==> src/rtl/sr_bist_harness.sv <==
// On-chip sequencer/checker for the top_sr dataflow: issues config tokens, streams the
// stimulus ROM into the DUT, checks DUT output against a golden ROM and reports status.
module sr_bist_harness #(
  parameter int DATA_W  = 8,
  parameter int ALPHA_W = 3,
  parameter int SIZE_W  = 7,
  parameter int TAP     = 8,
  parameter int ADDR_W  = 13,
  parameter int ERR_W   = 16,
  parameter int TIMEOUT = 4096
) (
  input  logic                clk,
  input  logic                rst,
  input  logic                start,
  input  logic [SIZE_W-1:0]   cfg_size,
  input  logic [ALPHA_W-1:0]  cfg_v_alpha,
  input  logic [ALPHA_W-1:0]  cfg_h_alpha,
  input  logic [7:0]          bp_mask,
  output logic                busy,
  output logic                done,
  output logic                pass,
  output logic                cfg_err,
  output logic                timed_out,
  output logic [ERR_W-1:0]    err_count,
  output logic [ADDR_W-1:0]   first_err_idx,
  output logic                stim_rd,
  output logic [ADDR_W-1:0]   stim_addr,
  input  logic [DATA_W-1:0]   stim_data,
  output logic                gold_rd,
  output logic [ADDR_W-1:0]   gold_addr,
  input  logic [DATA_W-1:0]   gold_data,
  output logic [ALPHA_W:0]    v_alpha_din,
  output logic                v_alpha_write,
  output logic [ALPHA_W:0]    h_alpha_din,
  output logic                h_alpha_write,
  output logic [SIZE_W:0]     ext_size_din,
  output logic                ext_size_write,
  output logic [DATA_W:0]     in_din,
  output logic                in_write,
  input  logic                in_full,
  input  logic [DATA_W:0]     out_din,
  input  logic                out_write,
  output logic                out_full
);

  localparam int WD_W = $clog2(TIMEOUT + 1);
  localparam logic [ADDR_W-1:0] ONE_A = ADDR_W'(1);

  typedef enum logic [2:0] {
    S_IDLE  = 3'd0,
    S_CFG   = 3'd1,
    S_FEED  = 3'd2,
    S_DRAIN = 3'd3,
    S_DONE  = 3'd4
  } state_t;

  function automatic logic size_ok(input logic [SIZE_W-1:0] s);
    case (s)
      SIZE_W'(4), SIZE_W'(8), SIZE_W'(16), SIZE_W'(32), SIZE_W'(64): size_ok = 1'b1;
      default: size_ok = 1'b0;
    endcase
  endfunction

  function automatic logic alpha_ok(input logic [ALPHA_W-1:0] a);
    alpha_ok = ~a[0] & (a <= ALPHA_W'(6));
  endfunction

  state_t              state_q, state_d;
  logic [SIZE_W-1:0]   size_q, size_d;
  logic [ALPHA_W-1:0]  va_q, va_d, ha_q, ha_d;
  logic [ADDR_W-1:0]   n_in_q, n_in_d, n_out_q, n_out_d;
  logic [ADDR_W-1:0]   rd_addr_q, rd_addr_d, in_cnt_q, in_cnt_d;
  logic [ADDR_W-1:0]   out_idx_q, out_idx_d, cap_idx_q, cap_idx_d, first_err_q, first_err_d;
  logic                valid_q, valid_d, fresh_q, fresh_d;
  logic                cmp_pend_q, cmp_pend_d, all_cmp_q, all_cmp_d;
  logic                cfg_err_q, cfg_err_d, timed_out_q, timed_out_d;
  logic [DATA_W-1:0]   hold_q, hold_d;
  logic [DATA_W:0]     cap_q, cap_d;
  logic [ERR_W-1:0]    err_q, err_d;
  logic [2:0]          k_q, k_d;
  logic [WD_W-1:0]     wd_q, wd_d;

  logic                busy_s, active_s, in_write_s, rd_en_s, out_full_s, out_acc_s;
  logic                mismatch_s, last_cmp_s, timeout_s, cfg_ok_s;
  logic [DATA_W-1:0]   pix_s;
  logic [SIZE_W-1:0]   ext_s;
  logic [ADDR_W-1:0]   ext_w_s, size_w_s;
  logic [WD_W-1:0]     wd_inc_s;

  // Datapath handshakes and comparison; pix_s bypasses the hold register on the cycle ROM data lands.
  always_comb begin
    busy_s     = (state_q == S_CFG) | (state_q == S_FEED) | (state_q == S_DRAIN);
    active_s   = (state_q == S_FEED) | (state_q == S_DRAIN);
    pix_s      = fresh_q ? stim_data : hold_q;
    in_write_s = valid_q & ~in_full & (state_q == S_FEED);
    rd_en_s    = ((state_q == S_CFG) | (state_q == S_FEED)) & (rd_addr_q != n_in_q)
                 & (~valid_q | in_write_s);
    out_full_s = busy_s & bp_mask[k_q];
    out_acc_s  = busy_s & out_write & ~out_full_s & (out_idx_q < n_out_q);
    mismatch_s = busy_s & cmp_pend_q & (cap_q[DATA_W] | (cap_q[DATA_W-1:0] != gold_data));
    last_cmp_s = busy_s & cmp_pend_q & (cap_idx_q == (n_out_q - ONE_A));
    wd_inc_s   = wd_q + WD_W'(1);
    timeout_s  = active_s & ~(in_write_s | out_acc_s) & (wd_inc_s == WD_W'(TIMEOUT));
    ext_s      = cfg_size + SIZE_W'(TAP - 1);
    ext_w_s    = {{(ADDR_W-SIZE_W){1'b0}}, ext_s};
    size_w_s   = {{(ADDR_W-SIZE_W){1'b0}}, cfg_size};
    cfg_ok_s   = size_ok(cfg_size) & alpha_ok(cfg_v_alpha) & alpha_ok(cfg_h_alpha);
  end

  // Next-state and run bookkeeping; a start in IDLE/DONE overrides everything with fresh run state.
  always_comb begin
    state_d     = state_q;
    size_d      = size_q;
    va_d        = va_q;
    ha_d        = ha_q;
    n_in_d      = n_in_q;
    n_out_d     = n_out_q;
    cfg_err_d   = cfg_err_q;
    timed_out_d = timed_out_q;
    hold_d      = pix_s;
    fresh_d     = rd_en_s;
    valid_d     = rd_en_s | (valid_q & ~in_write_s);
    rd_addr_d   = rd_en_s ? (rd_addr_q + ONE_A) : rd_addr_q;
    in_cnt_d    = in_write_s ? (in_cnt_q + ONE_A) : in_cnt_q;
    k_d         = busy_s ? (k_q + 3'd1) : k_q;
    cmp_pend_d  = out_acc_s;
    cap_d       = out_acc_s ? out_din : cap_q;
    cap_idx_d   = out_acc_s ? out_idx_q : cap_idx_q;
    out_idx_d   = out_acc_s ? (out_idx_q + ONE_A) : out_idx_q;
    all_cmp_d   = all_cmp_q | last_cmp_s;
    wd_d        = (active_s & ~(in_write_s | out_acc_s)) ? wd_inc_s : '0;
    if (mismatch_s) begin
      err_d       = (err_q == {ERR_W{1'b1}}) ? err_q : (err_q + ERR_W'(1));
      first_err_d = (err_q == '0) ? cap_idx_q : first_err_q;
    end else begin
      err_d       = err_q;
      first_err_d = first_err_q;
    end

    case (state_q)
      S_IDLE, S_DONE: begin
        if (start) begin
          state_d     = cfg_ok_s ? S_CFG : S_DONE;
          size_d      = cfg_size;
          va_d        = cfg_v_alpha;
          ha_d        = cfg_h_alpha;
          n_in_d      = ext_w_s * ext_w_s;
          n_out_d     = size_w_s * size_w_s;
          cfg_err_d   = ~cfg_ok_s;
          timed_out_d = 1'b0;
          err_d       = '0;
          first_err_d = '0;
          valid_d     = 1'b0;
          fresh_d     = 1'b0;
          rd_addr_d   = '0;
          in_cnt_d    = '0;
          out_idx_d   = '0;
          cap_idx_d   = '0;
          cap_d       = '0;
          cmp_pend_d  = 1'b0;
          all_cmp_d   = 1'b0;
          k_d         = 3'd0;
          wd_d        = '0;
        end else begin
          state_d = state_q;
        end
      end
      S_CFG: state_d = S_FEED;
      S_FEED: begin
        if (timeout_s) begin
          state_d     = S_DONE;
          timed_out_d = 1'b1;
        end else if (in_write_s && (in_cnt_q == (n_in_q - ONE_A))) begin
          state_d = S_DRAIN;
        end else begin
          state_d = S_FEED;
        end
      end
      S_DRAIN: begin
        if (timeout_s) begin
          state_d     = S_DONE;
          timed_out_d = 1'b1;
        end else if (last_cmp_s || all_cmp_q) begin
          state_d = S_DONE;
        end else begin
          state_d = S_DRAIN;
        end
      end
      default: state_d = S_IDLE;
    endcase
  end

  // State and datapath registers.
  always_ff @(posedge clk or negedge rst) begin
    if (!rst) begin
      state_q     <= S_IDLE;
      size_q      <= '0;
      va_q        <= '0;
      ha_q        <= '0;
      n_in_q      <= '0;
      n_out_q     <= '0;
      rd_addr_q   <= '0;
      in_cnt_q    <= '0;
      out_idx_q   <= '0;
      cap_idx_q   <= '0;
      first_err_q <= '0;
      valid_q     <= 1'b0;
      fresh_q     <= 1'b0;
      cmp_pend_q  <= 1'b0;
      all_cmp_q   <= 1'b0;
      cfg_err_q   <= 1'b0;
      timed_out_q <= 1'b0;
      hold_q      <= '0;
      cap_q       <= '0;
      err_q       <= '0;
      k_q         <= 3'd0;
      wd_q        <= '0;
    end else begin
      state_q     <= state_d;
      size_q      <= size_d;
      va_q        <= va_d;
      ha_q        <= ha_d;
      n_in_q      <= n_in_d;
      n_out_q     <= n_out_d;
      rd_addr_q   <= rd_addr_d;
      in_cnt_q    <= in_cnt_d;
      out_idx_q   <= out_idx_d;
      cap_idx_q   <= cap_idx_d;
      first_err_q <= first_err_d;
      valid_q     <= valid_d;
      fresh_q     <= fresh_d;
      cmp_pend_q  <= cmp_pend_d;
      all_cmp_q   <= all_cmp_d;
      cfg_err_q   <= cfg_err_d;
      timed_out_q <= timed_out_d;
      hold_q      <= hold_d;
      cap_q       <= cap_d;
      err_q       <= err_d;
      k_q         <= k_d;
      wd_q        <= wd_d;
    end
  end

  assign busy           = busy_s;
  assign done           = (state_q == S_DONE);
  assign pass           = (state_q == S_DONE) & ~cfg_err_q & ~timed_out_q & (err_q == '0);
  assign cfg_err        = cfg_err_q;
  assign timed_out      = timed_out_q;
  assign err_count      = err_q;
  assign first_err_idx  = first_err_q;
  assign stim_rd        = rd_en_s;
  assign stim_addr      = rd_en_s ? rd_addr_q : '0;
  assign gold_rd        = out_acc_s;
  assign gold_addr      = out_acc_s ? out_idx_q : '0;
  assign v_alpha_write  = (state_q == S_CFG);
  assign h_alpha_write  = (state_q == S_CFG);
  assign ext_size_write = (state_q == S_CFG);
  assign v_alpha_din    = (state_q == S_CFG) ? {1'b1, va_q} : '0;
  assign h_alpha_din    = (state_q == S_CFG) ? {1'b1, ha_q} : '0;
  assign ext_size_din   = (state_q == S_CFG) ? {1'b1, size_q + SIZE_W'(TAP - 1)} : '0;
  assign in_write       = in_write_s;
  assign in_din         = valid_q ? {1'b0, pix_s} : '0;
  assign out_full       = out_full_s;

endmodule

==> config.mk <==
export PLATFORM = sky130hd
export DESIGN_NAME = sr_bist_harness
export DESIGN_NICKNAME = d
export VERILOG_FILES = /design/src/rtl/sr_bist_harness.sv
export SDC_FILE = /design/constraint.sdc
export NUM_CORES = 1
export LEC_CHECK = 0
export ABC_AREA = 1
export BUFFER_PORTS_ARGS = -buffer_cell sky130_fd_sc_hd__buf_2
export CORE_AREA = 2 2 165 167
export CTS_BUF_LIST = sky130_fd_sc_hd__clkbuf_8
export DETAILED_ROUTE_END_ITERATION = 16
export DIE_AREA = 0 0 167 169
export SETUP_SLACK_MARGIN = 0.02
export SYNTH_ARGS = -nofsm -noshare
export SYNTH_HDL_FRONTEND = slang
export SYNTH_SLANG_ARGS = --single-unit
==> constraint.sdc <==
create_clock -name clk -period 2.9 [get_ports clk]
set_clock_uncertainty 0.15 [all_clocks]
set_input_delay 0.145 -clock clk [delete_from_list [all_inputs] [get_ports clk]]
set_output_delay 0.145 -clock clk [all_outputs]
set_load 0.03 [all_outputs]
==> metrics.yaml <==
outcome: "finished with violations"
violations: "negative setup slack"
first_global_vias: 10940
final_area_sq_mm: 0.01476
setup_viol: 15
rsz0062_at_grt: "yes"
synth_cell_types: 48
cp.arrival_ns: 4.03
cap_violations: 0
ant_nets: 0
grtUsageMet2: 0.3843
nFillCells: 2567
synthDominantCellAreaShare: 0.3372
first_pass_iters: 5
report.final.slew_viol_count: 0
yosys_warnings: 0
synth_edf_count: 0
finalCritPeriodShare: 1.326
drt-wirelength-per-cell_um: 13.94
synth_area_leaders: "dfrtp_1, nand2_1, ha_1"
clk_path_buf_depth: 2
drive_above_1_share: 0.2013
placed_cells: 2172
grt_util_met3: 0.02689
synthesis.area_sq_mm: 0.01180
path_class: "in2reg"
fmax_mhz: 260.1
die_w_um: 167
vias: 11150
core_region_area_sq_mm: 0.02650
antenna-diode-count: 0
ys_seq_area_frac: 0.3372
yosys.area.top_type: "dfrtp_1"
final_cells: 2249
maxSlewHeadroom: 0.3942
syn_area_per_cell_sq_um: 7.225
htreeDepth: 4
tightest_slew_ns: 0.9086
grt_util_met1: 0.3142
cp.required_ns: 3.08
ios: 143
detail_route.iter0.violations: 613
synth_top_flop_cell: "dfrtp_1"
clkSinkCount: 159
synth_seq_cells: 159
synthArstFlopShare: 1.000
place_worst_setup_slack_ns: -1.614
num_rows: 60
drc_errors: 0
p_leak_nw: 7.579
power.total_w: 0.007708
hpwlAfterDp_um: 23440
synth_common_cells: "nand2_1, inv_1, nor2_1"
vias_per_cell: 4.956
nets: 2050
cts_tree: "yes"
period_needed_ns: 3.845
grt_start_max_net_pins: 83
start_kind: "input port"
crit_chain: "buf_6, inv_6, ha_4, a21oi_4, nand2_2, xor2_2, nand2_2, xnor2_1, ha_1, inv_2, fa_1, inv_1, fa_1, inv_1, fa_1, inv_2, ha_4, a21oi_2, o21ai_2, nand2_1, nand3_2, or2_4, nand3_1, o21ai_1"
globalplace.congestion: 0.8801
numPortBuffers: 141
synthesis.instances: 1633
synth_fp_nets: 1788
ff_latch_area_sq_mm: 0.003979
crit_path_max_fanout: 3
crit_top_cell: "fa_1"
insertion_delay_ns: 0.49
start_util: 0.4452
die_y_um: 169
clk_pin_slew_ns: 0.11
grt_use_total: 0.2283
cts_buffers: 17
grt.busiest_layer: "met2"
tns_ns: -9.715
ir_drop_mv: 0.3094
die_area_sq_mm: 0.02822
antenna_found_initial: 0
root_buffer: "clkbuf_8"
layout_setup_ws_ns: -0.9453
multiInputGateArea_sq_mm: 0.007009
grt_pass1_wl_um: 53010
hold_viol: 0
holdCritPathClass: "in2async"
synthMostInstantiatedCell: "nand2_1"
dpl_cell_area_sq_mm: 0.01368
powerDensity_mw_per_mm2: 522.2
wirelength_um: 31350
area_growth_pct: 25.09
cp-end-kind: "flip-flop"
crit_path_max_incr_delay_ns: 0.50
grt-ovfl-total: 0
slowest_stage: "fa_1"
critical path, delay by kind of cell:
family / cells / cell delay, ns
adders and majority gates: 6 / 2.16
xor gates and xnor gates: 2 / 0.34
and+or+nand+nor: 6 / 0.64
buffers and inverters: 6 / 0.30
AOI/OAI and AO/OA: 4 / 0.43
state kept, by name, summed over array words and instances, names as in the netlist, 12 cells and up:
register       cells
err_count         16
cap_idx_q         13
first_err_idx     13
in_cnt_q          13
out_idx_q         13
rd_addr_q         13
wd_q              13
n_in_q            12
cell type report:
| cell class | count | share of cell area |
|---|---|---|
| inverters | 254 | 0.06570 |
| clock inverters | 14 | 0.009325 |
| clock buffers | 18 | 0.01679 |
| repair buffers | 292 | 0.1348 |
| flip-flops and latches | 159 | 0.2696 |
| well taps | 341 | 0.02891 |
| multi-input cells | 1171 | 0.4749 |
final timing paths:
path,from,end,slack [ns],depth (start not counted)
worst max-delay path,cfg_size[1],n_in_q[11]$_DFFE_PN0P_,-0.95,24
max in group asynchronous,rst,rd_addr_q[6]$_DFF_PN0_,1.86,3
worst min register to register,hold_q[2]$_DFF_PN0_,hold_q[2]$_DFF_PN0_,0.33,2
worst min-delay path,rst,first_err_idx[5]$_DFF_PN0_,0.02,2
worst max register to register,n_out_q[12]$_DFFE_PN0P_,out_idx_q[10]$_DFF_PN0_,0.31,17
min in group clk,cfg_size[2],size_q[2]$_DFFE_PN0P_,0.03,4
metrics by stage:
step / util / hold slack [ns]
floorplan: - / -0.3006
global placement: 0.5162 / 0.005825
detailed placement: 0.5162 / 0.004142
CTS: 0.5510 / 0.005449
global route: 0.5569 / 0.04611
finish: 0.5569 / 0.01948
kinds of logic (layout without fill, tap and decap cells):
kind of cell / after synthesis / count (layout) / share of synthesized area
AOI/OAI and AO/OA: 224 / 224 / 0.1020
xor gates and xnor gates: 74 / 74 / 0.05493
adders and majority gates: 104 / 104 / 0.1287
buffers and inverters: 303 / 578 / 0.09936
DFF: 159 / 159 / 0.3372
other: 1 / 1 / 0.0003178
and+or+nand+nor: 768 / 768 / 0.2774
routing by layer:
| layer | vias to the layer above | wire length (um) |
|---|---|---|
| met5 | - | 0 |
| met4 | 0 | 382 |
| met3 | 34 | 1010 |
| met2 | 201 | 14800 |
| met1 | 5192 | 15160 |
| li1 | 5720 | - |
report_power, final:
part           leakage [nW]  internal (W)  switching (W)
clock network         0.197      0.000664        0.00103
logic                  5.26       0.00162        0.00182
registers              2.12       0.00240       0.000172
cells in the final DEF, fill, tap and decap left out, types with 7 or more instances in the layout:
cell and instances:
nand3b_1 9, nand4_1 29, a21oi_1 87, o21ai_1 14, nor4_1 8, nand3_1 77, buf_4 121, dlygate4sd3_1 30
o21ai_0 79, dfrtp_1 159, ha_1 64, nor3_1 38, ha_4 11, nand2_1 347, xnor2_1 20, inv_2 11
inv_1 238, nor2_1 205, a31oi_1 7, xor2_1 52, clkbuf_8 18, fa_1 28, nor2_2 13, buf_2 128
repair_timing:
action	CTS	global route
buffers inserted	13	2
resized for setup	36	50
endpoints found under the setup margin	23	44
endpoints found under the hold margin	187	0
pin swaps	24	18
hold buffers	30	0
No activity file was read; power rests on OpenSTA's default activity.
